### src/rtl/fwd_pkg.sv
// Shared constants and slot field layout for the forwarding / load-use hazard unit.
package fwd_pkg;

    localparam int DEFAULT_REG_ADDR_W = 5;
    localparam int FWD_SEL_W          = 2;

    // Select codes for the mux41 in front of each ALU operand; 2'b11 is unused.
    localparam logic [FWD_SEL_W-1:0] FWD_RF  = 2'b00;
    localparam logic [FWD_SEL_W-1:0] FWD_MEM = 2'b01;
    localparam logic [FWD_SEL_W-1:0] FWD_WB  = 2'b10;

    // Control bits carried by every in-flight slot.
    typedef struct packed {
        logic valid;
        logic wr_en;
        logic is_load;
    } slot_ctrl_t;

    // Source-use bits, carried only by the EX slot.
    typedef struct packed {
        logic use_rs;
        logic use_rt;
    } src_ctrl_t;

    localparam int SLOT_CTRL_W = $bits(slot_ctrl_t);
    localparam int SRC_CTRL_W  = $bits(src_ctrl_t);

endpackage

### src/rtl/fwd_slot_reg.sv
// One pipeline slot register: synchronous clear (reset or bubble) beats load.
module fwd_slot_reg #(
    parameter int W = 8
) (
    input  logic         clk,
    input  logic         clr,
    input  logic         load,
    input  logic [W-1:0] d,
    output logic [W-1:0] q
);

    // NOTE: sequential state uses non-blocking assignments so every slot
    // samples its neighbour's pre-edge value and the shift is race-free.
    always_ff @(posedge clk) begin
        if (clr) begin
            q <= '0;
        end else if (load) begin
            q <= d;
        end
    end

endmodule

### src/rtl/fwd_hazard_unit.sv
// Forwarding select and load-use stall generation for the 5-stage datapath.
// Optional FWD_STATS_EN adds saturating stall / forward event counters.
module fwd_hazard_unit
    import fwd_pkg::*;
#(
    parameter int REG_ADDR_W = DEFAULT_REG_ADDR_W,
    parameter int SEL_W      = FWD_SEL_W
) (
    input  logic                  clk,
    input  logic                  rst,
    input  logic                  id_valid,
    input  logic [REG_ADDR_W-1:0] id_rs,
    input  logic [REG_ADDR_W-1:0] id_rt,
    input  logic                  id_use_rs,
    input  logic                  id_use_rt,
    input  logic                  id_wr_en,
    input  logic [REG_ADDR_W-1:0] id_wr_addr,
    input  logic                  id_is_load,
    input  logic                  ex_flush,
    output logic [SEL_W-1:0]      fwd_a_sel,
    output logic [SEL_W-1:0]      fwd_b_sel,
    output logic                  stall
`ifdef FWD_STATS_EN
   ,output logic [31:0]           stall_cnt
   ,output logic [31:0]           fwd_cnt
`endif
);

    localparam int EX_W  = SLOT_CTRL_W + SRC_CTRL_W + 3 * REG_ADDR_W;
    localparam int MEM_W = SLOT_CTRL_W + REG_ADDR_W;
    localparam int WB_W  = 2 + REG_ADDR_W;

    slot_ctrl_t            id_ctrl, ex_ctrl, mem_ctrl;
    src_ctrl_t             id_src, ex_src;
    logic [REG_ADDR_W-1:0] ex_wr_addr, ex_rs, ex_rt, mem_wr_addr, wb_wr_addr;
    logic                  wb_valid, wb_wr_en;
    logic [EX_W-1:0]       ex_q;
    logic [MEM_W-1:0]      mem_q;
    logic [WB_W-1:0]       wb_q;
    logic                  load_use, bubble;

    assign id_ctrl = '{valid: id_valid, wr_en: id_wr_en, is_load: id_is_load};
    assign id_src  = '{use_rs: id_use_rs, use_rt: id_use_rt};

    fwd_slot_reg #(.W(EX_W)) u_ex_slot (
        .clk  (clk),
        .clr  (rst | bubble),
        .load (1'b1),
        .d    ({id_ctrl, id_src, id_wr_addr, id_rs, id_rt}),
        .q    (ex_q)
    );

    fwd_slot_reg #(.W(MEM_W)) u_mem_slot (
        .clk  (clk),
        .clr  (rst),
        .load (1'b1),
        .d    ({ex_ctrl, ex_wr_addr}),
        .q    (mem_q)
    );

    // WB forwarding ignores is_load, so the WB slot does not keep it.
    fwd_slot_reg #(.W(WB_W)) u_wb_slot (
        .clk  (clk),
        .clr  (rst),
        .load (1'b1),
        .d    ({mem_ctrl.valid, mem_ctrl.wr_en, mem_wr_addr}),
        .q    (wb_q)
    );

    assign {ex_ctrl, ex_src, ex_wr_addr, ex_rs, ex_rt} = ex_q;
    assign {mem_ctrl, mem_wr_addr}                     = mem_q;
    assign {wb_valid, wb_wr_en, wb_wr_addr}            = wb_q;

    // A producer slot matches a consumer source; register 0 never matches.
    function automatic logic src_hit(
        input logic                  use_src,
        input logic [REG_ADDR_W-1:0] src,
        input logic                  valid,
        input logic                  wr_en,
        input logic [REG_ADDR_W-1:0] wr_addr
    );
        return use_src & valid & wr_en & (wr_addr != '0) & (wr_addr == src);
    endfunction

    assign load_use = src_hit(id_use_rs, id_rs, ex_ctrl.valid & ex_ctrl.is_load,
                              ex_ctrl.wr_en, ex_wr_addr)
                    | src_hit(id_use_rt, id_rt, ex_ctrl.valid & ex_ctrl.is_load,
                              ex_ctrl.wr_en, ex_wr_addr);

    // A flush kills the dependent instruction, so there is nothing to hold.
    assign stall  = id_valid & load_use & ~ex_flush;
    assign bubble = stall | ex_flush;

    // NOTE: every always_comb output gets its default first so no path
    // leaves it unassigned and no latch is inferred.
    always_comb begin
        fwd_a_sel = SEL_W'(FWD_RF);
        fwd_b_sel = SEL_W'(FWD_RF);
        if (ex_ctrl.valid) begin
            if (src_hit(ex_src.use_rs, ex_rs, mem_ctrl.valid, mem_ctrl.wr_en, mem_wr_addr)
                && !mem_ctrl.is_load) begin
                fwd_a_sel = SEL_W'(FWD_MEM);
            end else if (src_hit(ex_src.use_rs, ex_rs, wb_valid, wb_wr_en, wb_wr_addr)) begin
                fwd_a_sel = SEL_W'(FWD_WB);
            end

            if (src_hit(ex_src.use_rt, ex_rt, mem_ctrl.valid, mem_ctrl.wr_en, mem_wr_addr)
                && !mem_ctrl.is_load) begin
                fwd_b_sel = SEL_W'(FWD_MEM);
            end else if (src_hit(ex_src.use_rt, ex_rt, wb_valid, wb_wr_en, wb_wr_addr)) begin
                fwd_b_sel = SEL_W'(FWD_WB);
            end
        end
    end

`ifdef FWD_STATS_EN
    always_ff @(posedge clk) begin
        if (rst) begin
            stall_cnt <= '0;
            fwd_cnt   <= '0;
        end else begin
            if (stall && stall_cnt != '1) begin
                stall_cnt <= stall_cnt + 32'd1;
            end
            if ((fwd_a_sel != '0 || fwd_b_sel != '0) && fwd_cnt != '1) begin
                fwd_cnt <= fwd_cnt + 32'd1;
            end
        end
    end
`endif

endmodule
### config.mk
export PLATFORM = sky130hd
export DESIGN_NAME = fwd_hazard_unit
export DESIGN_NICKNAME = d
export VERILOG_FILES = /design/src/rtl/fwd_pkg.sv /design/src/rtl/fwd_slot_reg.sv /design/src/rtl/fwd_hazard_unit.sv
export SDC_FILE = /design/constraint.sdc
export NUM_CORES = 1
export LEC_CHECK = 0
export ABC_CLOCK_PERIOD_IN_PS = 4400
export CORE_UTILIZATION = 40
export CTS_CLUSTER_DIAMETER = 30
export DETAILED_ROUTE_END_ITERATION = 10
export SYNTH_ARGS = -nofsm -noshare
export SYNTH_HDL_FRONTEND = slang
export SYNTH_HIERARCHICAL = 1
export SYNTH_SLANG_ARGS = --single-unit
### constraint.sdc
create_clock -name clk -period 4.4 [get_ports clk]
set_input_delay 0.44 -clock clk [delete_from_list [all_inputs] [get_ports clk]]
set_output_delay 0.44 -clock clk [all_outputs]
set_load 0.01 [all_outputs]
**Yosys cells after proc, flatten, opt, wreduce, memory -nomap -nowiden**

Cells that the tools add are included.
W data, S select, Z words.

- Multiplexer cells: 6
- Equality and inequality tests: 6
- Bitwise operators: 31
- Reduce and logical (&&, ||, !) cells: 6

Operator list:

| operator | count |
|---|---|
| $eq A5 B5 Y1 | 6 |
| $and A1 B1 Y1 | 27 |
| $reduce_bool A5 Y1 | 3 |
| $mux W2 | 6 |
| $or A1 B1 Y1 | 3 |
| $logic_and A1 B1 Y1 | 2 |
| $logic_not A1 Y1 | 1 |
| $not A1 Y1 | 1 |

- Register bits after elaboration: 35
- Word-level logic and storage cells: 52
- Input port bits: 23
- Output and inout bits: 5

**Longest topological paths before layout**

- Depth after elaboration: 10
- Gate-level depth with buffers: 6

**Hierarchy**

Netlist, hierarchy kept.

By module, submodules not included:

| module | cells an instance | area each (um^2) | times used |
|---|---|---|---|
| fwd_slot_reg at u_ex_slot | 64 | 705.7 | 1 |
| fwd_hazard_unit | 63 | 481.7 | 1 |
| fwd_slot_reg at u_mem_slot | 26 | 285.3 | 1 |
| fwd_slot_reg at u_wb_slot | 22 | 247.7 | 1 |

**Worst setup path after synthesis**

No wires, ideal clock.

- Path type: reg-to-output
- Start point: register u_mem_slot.q[1]
- End point: output fwd_b_sel[1]
- Path buffers: 0
- Data arrival time: 1.406 ns
- Cell stages (with the launch flop): 5
- Path slack: 2.554 ns
- Cells stage by stage: dfxtp_1 -> or4_1 -> o2111ai_2 -> nor4_2 -> nor3_2

- Longest elaborated chain between the ends: 6

RTL lines:

| item | RTL line | source |
|---|---|---|
| from (decl) | fwd_slot_reg.sv:9 | `output logic [W-1:0] q` |
| from (signal assigned) | fwd_slot_reg.sv:16 | `q <= '0;` |
| from (signal assigned) | fwd_slot_reg.sv:18 | `q <= d;` |
| $reduce_bool A5 Y1 | fwd_hazard_unit.sv:82 | `return use_src & valid & wr_en & (wr_addr != '0) & (wr_addr == src);` |
| $and A1 B1 Y1 | fwd_hazard_unit.sv:82 |  |
| $and A1 B1 Y1 (*) | fwd_hazard_unit.sv:82 |  |
| $logic_and A1 B1 Y1 (*) | fwd_hazard_unit.sv:108 | `&& !mem_ctrl.is_load) begin` |
| $mux W2 (*) | fwd_hazard_unit.sv:107 | `if (src_hit(ex_src.use_rt, ex_rt, mem_ctrl.valid, mem_ctrl.wr_en, mem_wr_addr)` |
| $mux W2 (*) | fwd_hazard_unit.sv:99 | `if (ex_ctrl.valid) begin` |
| to (decl) | fwd_hazard_unit.sv:21 | `output logic [SEL_W-1:0] fwd_b_sel,` |

Every way passes the cells marked *; elsewhere a longest branch is shown, timed or not.

**Worst setup path after layout**

Same ends and word-level chain as after synthesis.

==> out/results.txt <==
outcome - finished, final reports clean
gr ovfl total - 0
routed vias/inst - 5.175
Layout Area Growth over Synthesis - 24.00%
# DRC - 0
initial antenna violation count - 0
Mapped Area - 1720 µm²
crit-path cells - or4_1 > o2111ai_2 > nor4_2 > nor3_2 > clkdlybuf4s50_1
Initial DRT Pass Iterations - 4
fraction of registers with async set/reset - 0%
clock sinks - 35
CTS tree - yes
sequential fraction of the synthesis area - 40.73%
# setup viols final - 0
worst-skew pair later-pin latency - 0.29 ns
Max Cap Viol - 0
setup TNS - 0 ns
pwr dens - 332.1 nW/µm²
cell row count - 23
Post-synth EDFFs - 0
Port Buf Inserts - 27
Critical Path End Type - output pin
final total power - 0.7086 mW
CTS root buf - clkbuf_8
Mapped Cells - 175
wire per inst - 15.77 µm
HP Class - reg -> reg
minimum clock period - 2.800 ns
Clock Tree Buf Depth - 2
Setup Crit Path Kind - reg -> out
Slew @ Worst Pin - 0.5829 ns
delay-heaviest family, CP - simple AND/OR/NAND/NOR gates
achievable frequency - 357.1 MHz
Yosys reg bits - 35
dpl hpwl - 3125 µm
fin crit share - 63.64%
Clock Skews - 0.006432 ns
slowest stage cell, crit path - clkdlybuf4s50_1
total track usage - 20.50%
largest net degree at the start of global routing - 17
Yosys cell types - 28
crit-path max FO - 5
Die Wd - 67.58 µm
VDD IR max - 0.2286 mV
top post-synthesis cells by area - dfxtp_1 41%, mux2i_1 20%, xnor2_1 8.7%, nor2_1 7.9%, xor2_1 5.1%
post-route ant nets - 0
Hold Vio Cnt, Final - 0
H-tree depth - 2
Ports - 28
final slew viol count - 0
Mapped Avg Cell Area - 9.831 µm²
Final GP Congestion - 0.8560
leading area contributor after synthesis - dfxtp_1
worst path required time - 3.96 ns
Worst path max stage delay - 0.56 ns
CTS clk-pin slew, worst paths - 0.07 ns
top cells by count, synth - 36 x nor2_1, 35 x dfxtp_1, 35 x mux2i_1, 17 x xnor2_1, 10 x xor2_1
unrepaired setup endpoints after global routing - false
Synth top area share - 40.73%
Arr. time, crit path - 2.36 ns
total wire length - 4053 µm
first-pass GRT wire length - 6693 µm
cts bufs inserted - 5
Top FF cell, synth - dfxtp_1
Setup Buffers After CTS - 0
WP buf/inv - 1
core area - 4058 µm²
worst relative slew slack - 61.02%
count leader, synth - nor2_1
Antenna diodes - 0
total number of vias - 1330
Die Footprint - 4567 µm²
hold_buf cts - 0
drt initial violations - 82
vias in the first global route - 1326
final net count - 229
Syn. warnings - 6
starting density of the core - 42.40%
Die H - 67.58 µm
crit start category - flop
cts repair resizes - 0
layout cells sized above 1 - 6.763%
fill cell count - 372
Lkg Pwr - 0.8865 nW
==> area by class of cell <==
class	count	area, µm²	share of cell area [%]
clock inverters	2	35.03	1.642
multi-input cells	132	959.7	44.99
inverters	4	15.01	0.7038
repair buffers	28	277.8	13.02
clock buffers	6	82.58	3.871
flip-flops and latches	35	700.7	32.84
well taps	50	62.56	2.933
==> report_power, final <==
part           internal, mW  leakage (nW)  total, mW  switching, mW
registers             0.325         0.284      0.336         0.0115
logic                0.0434         0.541     0.0758         0.0324
clock network         0.183        0.0612      0.297          0.113
==> registers in the layout, summed over array words and instances, names as in the netlist <==
signal and count:
u_mem_slot/q 8, u_wb_slot/q 7, u_ex_slot/q 20
==> per-stage QoR <==
step           setup slack, ns  hold slack (ns)  instance area [µm²]  instances  util (%)
6_report                 1.600           0.5613                 2133        257     52.57
5_1_grt                  1.445           0.5887                 2133        257     52.57
4_1_cts                  1.583           0.5698                 2133        257     52.57
3_5_place_dp             1.775           0.5483                 2016        249     49.68
3_3_place_gp             1.776           0.5384                 2016        249     49.68
2_1_floorplan            2.554           0.4885                 1732        178         -
==> layer usage <==
layer  up-vias  part of all wire, %  track usage (%)
li1        663                    -                -
met1       634                   48            26.75
met2        22                   47            31.93
met3        11                  3.0            4.730
met4         0                  2.0            8.777
met5         -                    0                0
==> worst register-to-register path, stage by stage, from the launching register on <==
cell     delay [ns]
dfxtp_1        0.47
xnor2_1        0.18
nand4_1        0.13
o22a_1         0.25
o21ai_1        0.41
buf_4          0.30
nor2_1         0.08
==> final timing paths <==
| path | from | endpoint | slack, ns | cells past startpoint |
|---|---|---|---|---|
| setup / recovery | u_mem_slot/q[1] | fwd_b_sel[1] | 1.60 | 5 |
| hold / removal | u_mem_slot/q[7] | u_wb_slot/q[6] | 0.56 | 2 |
| setup reg to reg | u_ex_slot/q[11] | u_ex_slot/q[17] | 2.47 | 6 |
| hold reg to reg | u_mem_slot/q[7] | u_wb_slot/q[6] | 0.56 | 2 |
==> cells by family (layout without fill, tap and decap cells) <==
| group | count (synthesis) | after routing | share of synthesized area (%) |
|---|---|---|---|
| muxes | 35 | 35 | 20.36 |
| and+or+nand+nor | 58 | 58 | 16.73 |
| xor gates and xnor gates | 27 | 27 | 13.75 |
| DFF | 35 | 35 | 40.73 |
| buffers and inverters | 11 | 40 | 4.145 |
| other | 1 | 4 | 0.2180 |
| AOI/OAI and AO/OA | 8 | 8 | 4.073 |
==> placed cells by master (no fill, tap or decap), drive strengths merged <==
cell	count
clkbuf	6
nand4	5
o211ai	1
nor3	4
conb	4
xor2	10
nand3	2
or4	3
bufinv	1
o21ai	2
nand2	1
nand2b	1
xnor2	17
o2111ai	2
o22a	1
clkdlybuf4s50	27
nor2b	1
inv	4
nor4	3
mux2i	35
and2	2
dfxtp	35
clkinv	1
nor2	36
buf	1
o221ai	1
a2111o	1
Note: power is estimated with default switching activity, not from simulation.
